<file path="src/rtl/mips_pc_pkg.sv">
// Shared PC-unit constants: next-PC select codes, branch opcodes, widths.
package mips_pc_pkg;

    localparam int WORD_W = 32;
    localparam int CNT_W  = 16;

    localparam logic [CNT_W-1:0] CNT_MAX = '1;

    typedef enum logic [1:0] {
        PC_INC    = 2'b00,
        PC_JUMP   = 2'b01,
        PC_BRANCH = 2'b10,
        PC_JR     = 2'b11
    } pc_src_e;

    localparam logic [5:0] OP_BEQ = 6'b000100;
    localparam logic [5:0] OP_BNE = 6'b000101;

endpackage

</file>
<file path="src/rtl/pc_next_mux.sv">
// Combinational next-PC candidate selector for the multi-cycle PC unit.
module pc_next_mux
    import mips_pc_pkg::*;
(
    input  logic [1:0]        pc_src,
    input  logic [WORD_W-1:0] pc_cur,
    input  logic [WORD_W-1:0] alu_result,
    input  logic [WORD_W-1:0] alu_out,
    input  logic [25:0]       jump_field,
    input  logic [WORD_W-1:0] rs_data,
    output logic [WORD_W-1:0] next_pc
);

    always_comb begin
        next_pc = alu_result;
        case (pc_src_e'(pc_src))
            PC_INC:    next_pc = alu_result;
            PC_JUMP:   next_pc = {pc_cur[31:28], jump_field, 2'b00};
            PC_BRANCH: next_pc = alu_out;
            PC_JR:     next_pc = rs_data;
            default:   next_pc = alu_result;
        endcase
    end

endmodule

</file>
<file path="src/rtl/pc_unit.sv">
// PC register, ALUOut latch, branch decision and sticky misalignment fault.
// Optional branch statistics counters: define PC_UNIT_BRANCH_STATS_EN.
module pc_unit
    import mips_pc_pkg::*;
#(
    parameter logic [WORD_W-1:0] RESET_PC = 32'h0000_0000
) (
    input  logic              clk,
    input  logic              rst,
    input  logic              pcWrite,
    input  logic              pcConditional,
    input  logic [1:0]        PCSrc,
    input  logic [5:0]        opCode,
    input  logic              aluZero,
    input  logic [WORD_W-1:0] aluResult,
    input  logic [25:0]       jumpField,
    input  logic [WORD_W-1:0] rsData,
    output logic [WORD_W-1:0] pc,
    output logic [WORD_W-1:0] aluOut,
    output logic              branchTaken,
    output logic              pcFault,
    output logic [CNT_W-1:0]  branchCount,
    output logic [CNT_W-1:0]  takenCount
);

    logic [WORD_W-1:0] cand;
    logic              cond;
    logic              misaligned;
    logic              load_req;
    logic              do_load;
    logic              take;

    pc_next_mux u_next_mux (
        .pc_src     (PCSrc),
        .pc_cur     (pc),
        .alu_result (aluResult),
        .alu_out    (aluOut),
        .jump_field (jumpField),
        .rs_data    (rsData),
        .next_pc    (cand)
    );

    always_comb begin
        cond = 1'b0;
        case (opCode)
            OP_BEQ:  cond = aluZero;
            OP_BNE:  cond = ~aluZero;
            default: cond = 1'b0;
        endcase
    end

    assign misaligned = |cand[1:0];
    assign load_req   = pcWrite | (pcConditional & cond);
    assign do_load    = load_req & ~pcFault & ~misaligned;
    // pcWrite wins over a branch, so only a pure conditional load counts as taken
    assign take       = do_load & ~pcWrite;

    always_ff @(posedge clk or negedge rst) begin
        if (!rst) begin
            pc          <= RESET_PC;
            aluOut      <= '0;
            branchTaken <= 1'b0;
            pcFault     <= 1'b0;
        end else begin
            aluOut      <= aluResult;
            branchTaken <= take;
            if (do_load)
                pc <= cand;
            if (load_req && !pcFault && misaligned)
                pcFault <= 1'b1;
        end
    end

`ifdef PC_UNIT_BRANCH_STATS_EN
    logic is_branch;

    assign is_branch = pcConditional &
                       ((opCode == OP_BEQ) | (opCode == OP_BNE));

    always_ff @(posedge clk or negedge rst) begin
        if (!rst) begin
            branchCount <= '0;
            takenCount  <= '0;
        end else if (!pcFault) begin
            if (is_branch && branchCount != CNT_MAX)
                branchCount <= branchCount + 1'b1;
            if (take && takenCount != CNT_MAX)
                takenCount <= takenCount + 1'b1;
        end
    end
`else
    assign branchCount = '0;
    assign takenCount  = '0;
`endif

endmodule

</file>
<file path="config.mk">
export PLATFORM = sky130hd
export DESIGN_NAME = pc_unit
export DESIGN_NICKNAME = d
export VERILOG_FILES = /design/src/rtl/mips_pc_pkg.sv /design/src/rtl/pc_next_mux.sv /design/src/rtl/pc_unit.sv
export SDC_FILE = /design/constraint.sdc
export NUM_CORES = 1
export LEC_CHECK = 0
export BUFFER_PORTS_ARGS = -buffer_cell sky130_fd_sc_hd__buf_2
export CORE_ASPECT_RATIO = 1.1
export CORE_MARGIN = 1
export CORE_UTILIZATION = 46
export CTS_BUF_LIST = sky130_fd_sc_hd__clkbuf_8
export DETAILED_ROUTE_END_ITERATION = 6
export HOLD_SLACK_MARGIN = 0.06
export PLACE_DENSITY = 0.9
export SLEW_MARGIN = 15
export SYNTH_ARGS = -nofsm -noshare
export SYNTH_HDL_FRONTEND = slang
export SYNTH_HIERARCHICAL = 1
export SYNTH_SLANG_ARGS = --single-unit
</file>
<file path="constraint.sdc">
create_clock -name clk -period 2 [get_ports clk]
set_input_delay 0.1 -clock clk [delete_from_list [all_inputs] [get_ports clk]]
set_output_delay 0.1 -clock clk [all_outputs]
set_load 0.05 [all_outputs]
</file>
### Yosys cells after proc, flatten, opt, wreduce, memory -nomap -nowiden

Index checks and enable logic that the tools add are counted.

* output and inout bits: 98
* input port bits: 103
* logic and storage cells: 28
* register bits after elaboration: 66

* mux-type cells: 2
* equality and inequality tests: 5
* bitwise operators: 10
* reduce and logical (&&, ||, !) cells: 6

Operators by type and width (number)
* one-hot mux 32 bit (4 select lines): 1
* equality test 6 x 3 -> 1 bit (second input constant): 2
* NOT 1 bit: 5
* bitwise AND 1 bit: 4
* equality test 2 bit (second input constant): 2
* equality test 2 x 1 -> 1 bit (second input constant): 1
* logical AND 1 bit: 2
* zero test 2 bit: 1
* one-hot mux 1 bit (2 select lines): 1
* AND reduction 2 bit: 1
* OR reduction 2 bit: 1
* zero test 1 bit: 1
* bitwise OR 1 bit: 1

### Depth between registers and ports, before layout

* word-level depth: 7
* depth in mapped cells: 8
* depth with buffers taken out: 5

### Modules after synthesis

The synthesis kept the hierarchy.

By module, submodules not included
* pc_unit: times used 1, area an instance 2817.7 um2, cells an instance 215
* pc_next_mux: times used 1, area an instance 805.8 um2, cells an instance 44

### Least setup slack after synthesis

No wires, ideal clock.

* path type: register to register
* from: register aluOut[1]
* to: register pc[31]
* buffers on the path: 1
* cell stages (with the launch flop): 7
* data required time: 1.868 ns
* setup slack: 0.146 ns
* library setup time: 0.132 ns
* arrival: 1.722 ns
* cells stage by stage: dfrtp_1 -> mux2i_1 -> o21ai_0 -> or4b_4 -> buf_6 -> nand2_2 -> o22ai_1

* word-level cells in the longest chain between the ends: 5

RTL lines
* start, declared: RTL line pc_unit.sv:19 `output logic [WORD_W-1:0] aluOut,`
* start signal, assigned: RTL line pc_unit.sv:65 `aluOut <= aluResult;`
* one-hot mux 32 bit (4 select lines): RTL line pc_next_mux.sv:16 `case (pc_src_e'(pc_src))`
* via cand[1]: RTL line pc_unit.sv:26 `logic [WORD_W-1:0] cand;`
* OR reduction 2 bit: RTL line pc_unit.sv:52 `assign misaligned = |cand[1:0];`
* NOT 1 bit: RTL line pc_unit.sv:54 `assign do_load = load_req & ~pcFault & ~misaligned;`
* bitwise AND 1 bit: RTL line pc_unit.sv:54
* AND reduction 2 bit (no source line)
* end signal, assigned: RTL line pc_unit.sv:68 `pc <= cand;`
* end, declared: RTL line pc_unit.sv:18 `output logic [WORD_W-1:0] pc,`

The timed path passes the listed nets, and every way through them passes these cells.
A chain may end at the register's enable or synchronous reset.

### Worst setup path in the final report

* from: input aluResult[0]
* to: register pc[10]

* word-level cells in the longest chain between the ends: 4

RTL lines
* start, declared: RTL line pc_unit.sv:15 `input logic [WORD_W-1:0] aluResult,`
* one-hot mux 32 bit (4 select lines): RTL line pc_next_mux.sv:16
* via cand[0]: RTL line pc_unit.sv:26
* OR reduction 2 bit: RTL line pc_unit.sv:52
* NOT 1 bit: RTL line pc_unit.sv:54
* bitwise AND 1 bit: RTL line pc_unit.sv:54

The timed path passes the listed nets, and every way through them passes these cells.

==> impl_metrics.ini <==
[status]
status = finished clean

[worst_setup_path]
critPathMaxStageDelay_ps = 760
critPathRequiredTime_ps = 2200
critPathKind = input port to flip-flop
path_delay_family = simple AND/OR/NAND/NOR gates
crit_buf_inv = 2
critPathLaunchType = input port
critPathCaptureType = flip-flop
crit_arrival_ps = 2090
crit_fanout = 30
cp_cell_sequence = dlygate4sd3_1 > buf_2 > mux2i_1 > o21ai_0 > or4b_4 > nand2_2 > o22ai_2
cp_slowest_cell = or4b_4

[timing]
slew_violations = 0
fin_ws_ps = 112
fin_tns_setup_ps = 0
rsz0062_at_grt = no
finalSetupViolCount = 0
fin_crit_ps = 1890
max_freq_mhz = 530
fin_worst_skew_ps = 8.53
min_period_over_period = 0.944
finalHoldViolCount = 0
tightestPinTransition_ps = 590
max_slew_margin = 0.607

[drt]
drtPass1Iterations = 4
viasPerCell = 5.13
ant_nets = 0
wl_per_cell_um = 17.6
drt_iter0_drc = 103
wl_mm = 10.1
drc = 0
vias = 2938

[logic_synthesis]
ys_top_cells_by_area = dfrtp_1 46%, mux4_2 17%, o22ai_2 10%
synth_top_area_frac = 0.456
yosysSeqAreaShare = 0.456
yosys.area.top_type = dfrtp_1
syn_avg_cell_area_um2 = 14.0
syn_area_mm2 = 0.00362
ys_warn_count = 6
synth-seq-cells = 66
synth_cells = 259
yosysUniqueCellTypes = 29

[job]
cap_violations = 0

[place]
placed_area_mm2 = 0.00439
detailedPlace.worstSlack_ps = 196
dp_hpwl_mm = 6.93
io_buffers = 168
place_inst = 521
gp_congestion = 0.749

[layout]
stdcell_area_mm2 = 0.00497
n_antenna_cell = 0
fill_cells = 574
layout_common_cells = 168 x buf_2, 66 x dfrtp_1, 36 x dlygate4sd3_1, 32 x conb_1, 31 x nand2_1
syn2layout_area_growth_pct = 37.2
drive_gt1_frac = 0.609
fin_nets = 566
fin_cells = 573
final_common_cell = buf_2

[clock_network]
clkLatencyLatePin_ps = 340
clk_path_buf_depth = 2
cts_sinks = 66
cts_tree = yes
htreeDepth = 3
numCtsBuffers = 9
clkTransAtPathRegs_ps = 70
root_buffer = clkbuf_8

[pwr]
power_density_mw_per_mm2 = 1140
ir_worst_vdd_mv = 0.673
totalPowerFinal_uw = 5640
p_leak_uw = 0.00236

[floorplan]
io-pin-count = 201
fp.coreArea_mm2 = 0.00756
dieArea_mm2 = 0.00824
die_y_um = 95.1
initial_utilization = 0.480
die_w_um = 86.6
row_count = 33

[global_routing]
gr-total-overflow = 0
grt_pass1_wl_mm = 15.6
grt_pass1_vias = 3154
antenna_found_initial = 0
grt_max_degree = 32
grt.total_usage = 0.257

[hold_path]
hold_path.class = input port to flip-flop
==> power breakdown <==
group	internal (µW)	switching (µW)
Clock	699	521
Sequential	1650	240
Combinational	746	1790
Total	3100	2550
==> final cells by class <==
type,count,area (µm²),share of cell area
Sequential cell,66,1650,0.332
Clock inverter,7,95.1,0.0191
Multi-Input combinational cell,171,1650,0.332
Inverter,1,3.75,0.000755
Clock buffer,9,124,0.0249
Tap cell,105,131,0.0264
Timing Repair Buffer,214,1310,0.264
==> logic make-up (layout without fill, tap and decap cells) <==
group	Yosys count	in the layout	synth area share
flip-flops	66	66	0.456
multiplexers	32	32	0.194
XOR/XNOR	1	1	0.00242
AO/OA/AOI/OAI	36	36	0.117
AND/OR/NAND/NOR	70	70	0.107
other	1	32	0.00103
buffers and inverters	53	231	0.122
==> timing repair <==
action / 4_1_cts / 5_1_grt
resized for setup: 0 / 0
hold buffers: 36 / 0
hold endpoints to repair: 54 / 0
setup buffers: 0 / 0
==> state kept, by name (all words and copies together), names as in the netlist <==
| signal | flops |
|---|---|
| pcFault | 1 |
| branchTaken | 1 |
| pc | 32 |
| aluOut | 32 |
==> Yosys cell counts (all sizes together) <==
library cell,count
dfrtp,66
nand2,60
buf,49
mux4,30
o22ai,30
clkbuf,3
nand3,3
mux2i,2
nor3,2
o21a,2
o21ai,2
a21oi,1
a31oi,1
and4,1
conb,1
inv,1
nor2b,1
nor4b,1
or3,1
or4b,1
xor2,1
==> routing by layer <==
layer / part of all wire / track usage / vias up
met5: 0 / 0 / -
met4: 0.027 / 0.110 / 0
met3: 0.054 / 0.0580 / 25
met2: 0.55 / 0.479 / 154
met1: 0.37 / 0.280 / 1472
li1: - / - / 1287
==> stage by stage <==
| step | utilization | hold slack [ps] |
|---|---|---|
| floorplan | - | -196 |
| global placement | 0.581 | 98.5 |
| detailed placement | 0.581 | 109 |
| CTS | 0.658 | 94.7 |
| global route | 0.658 | 127 |
| finish | 0.658 | 111 |
==> worst register-to-register path, delay by kind of cell, from the launching register on <==
family,cells,cell delay [ps]
compound gates,2,200
flops,1,400
simple gates,2,930
mux,1,160
==> final timing paths <==
path	slack [ps]	end	start	cells after the start
max	110	pc[10]	aluResult[0]	7
min	110	branchTaken	opCode[3]	4
max reg2reg	160	pc[10]	aluOut[0]	5
min reg2reg	500	pc[1]	pc[1]	1
max in group asynchronous	1010	pc[25]	rst	3
min in group asynchronous	280	pc[0]	rst	2
Note: power is estimated with default switching activity, not from simulation.
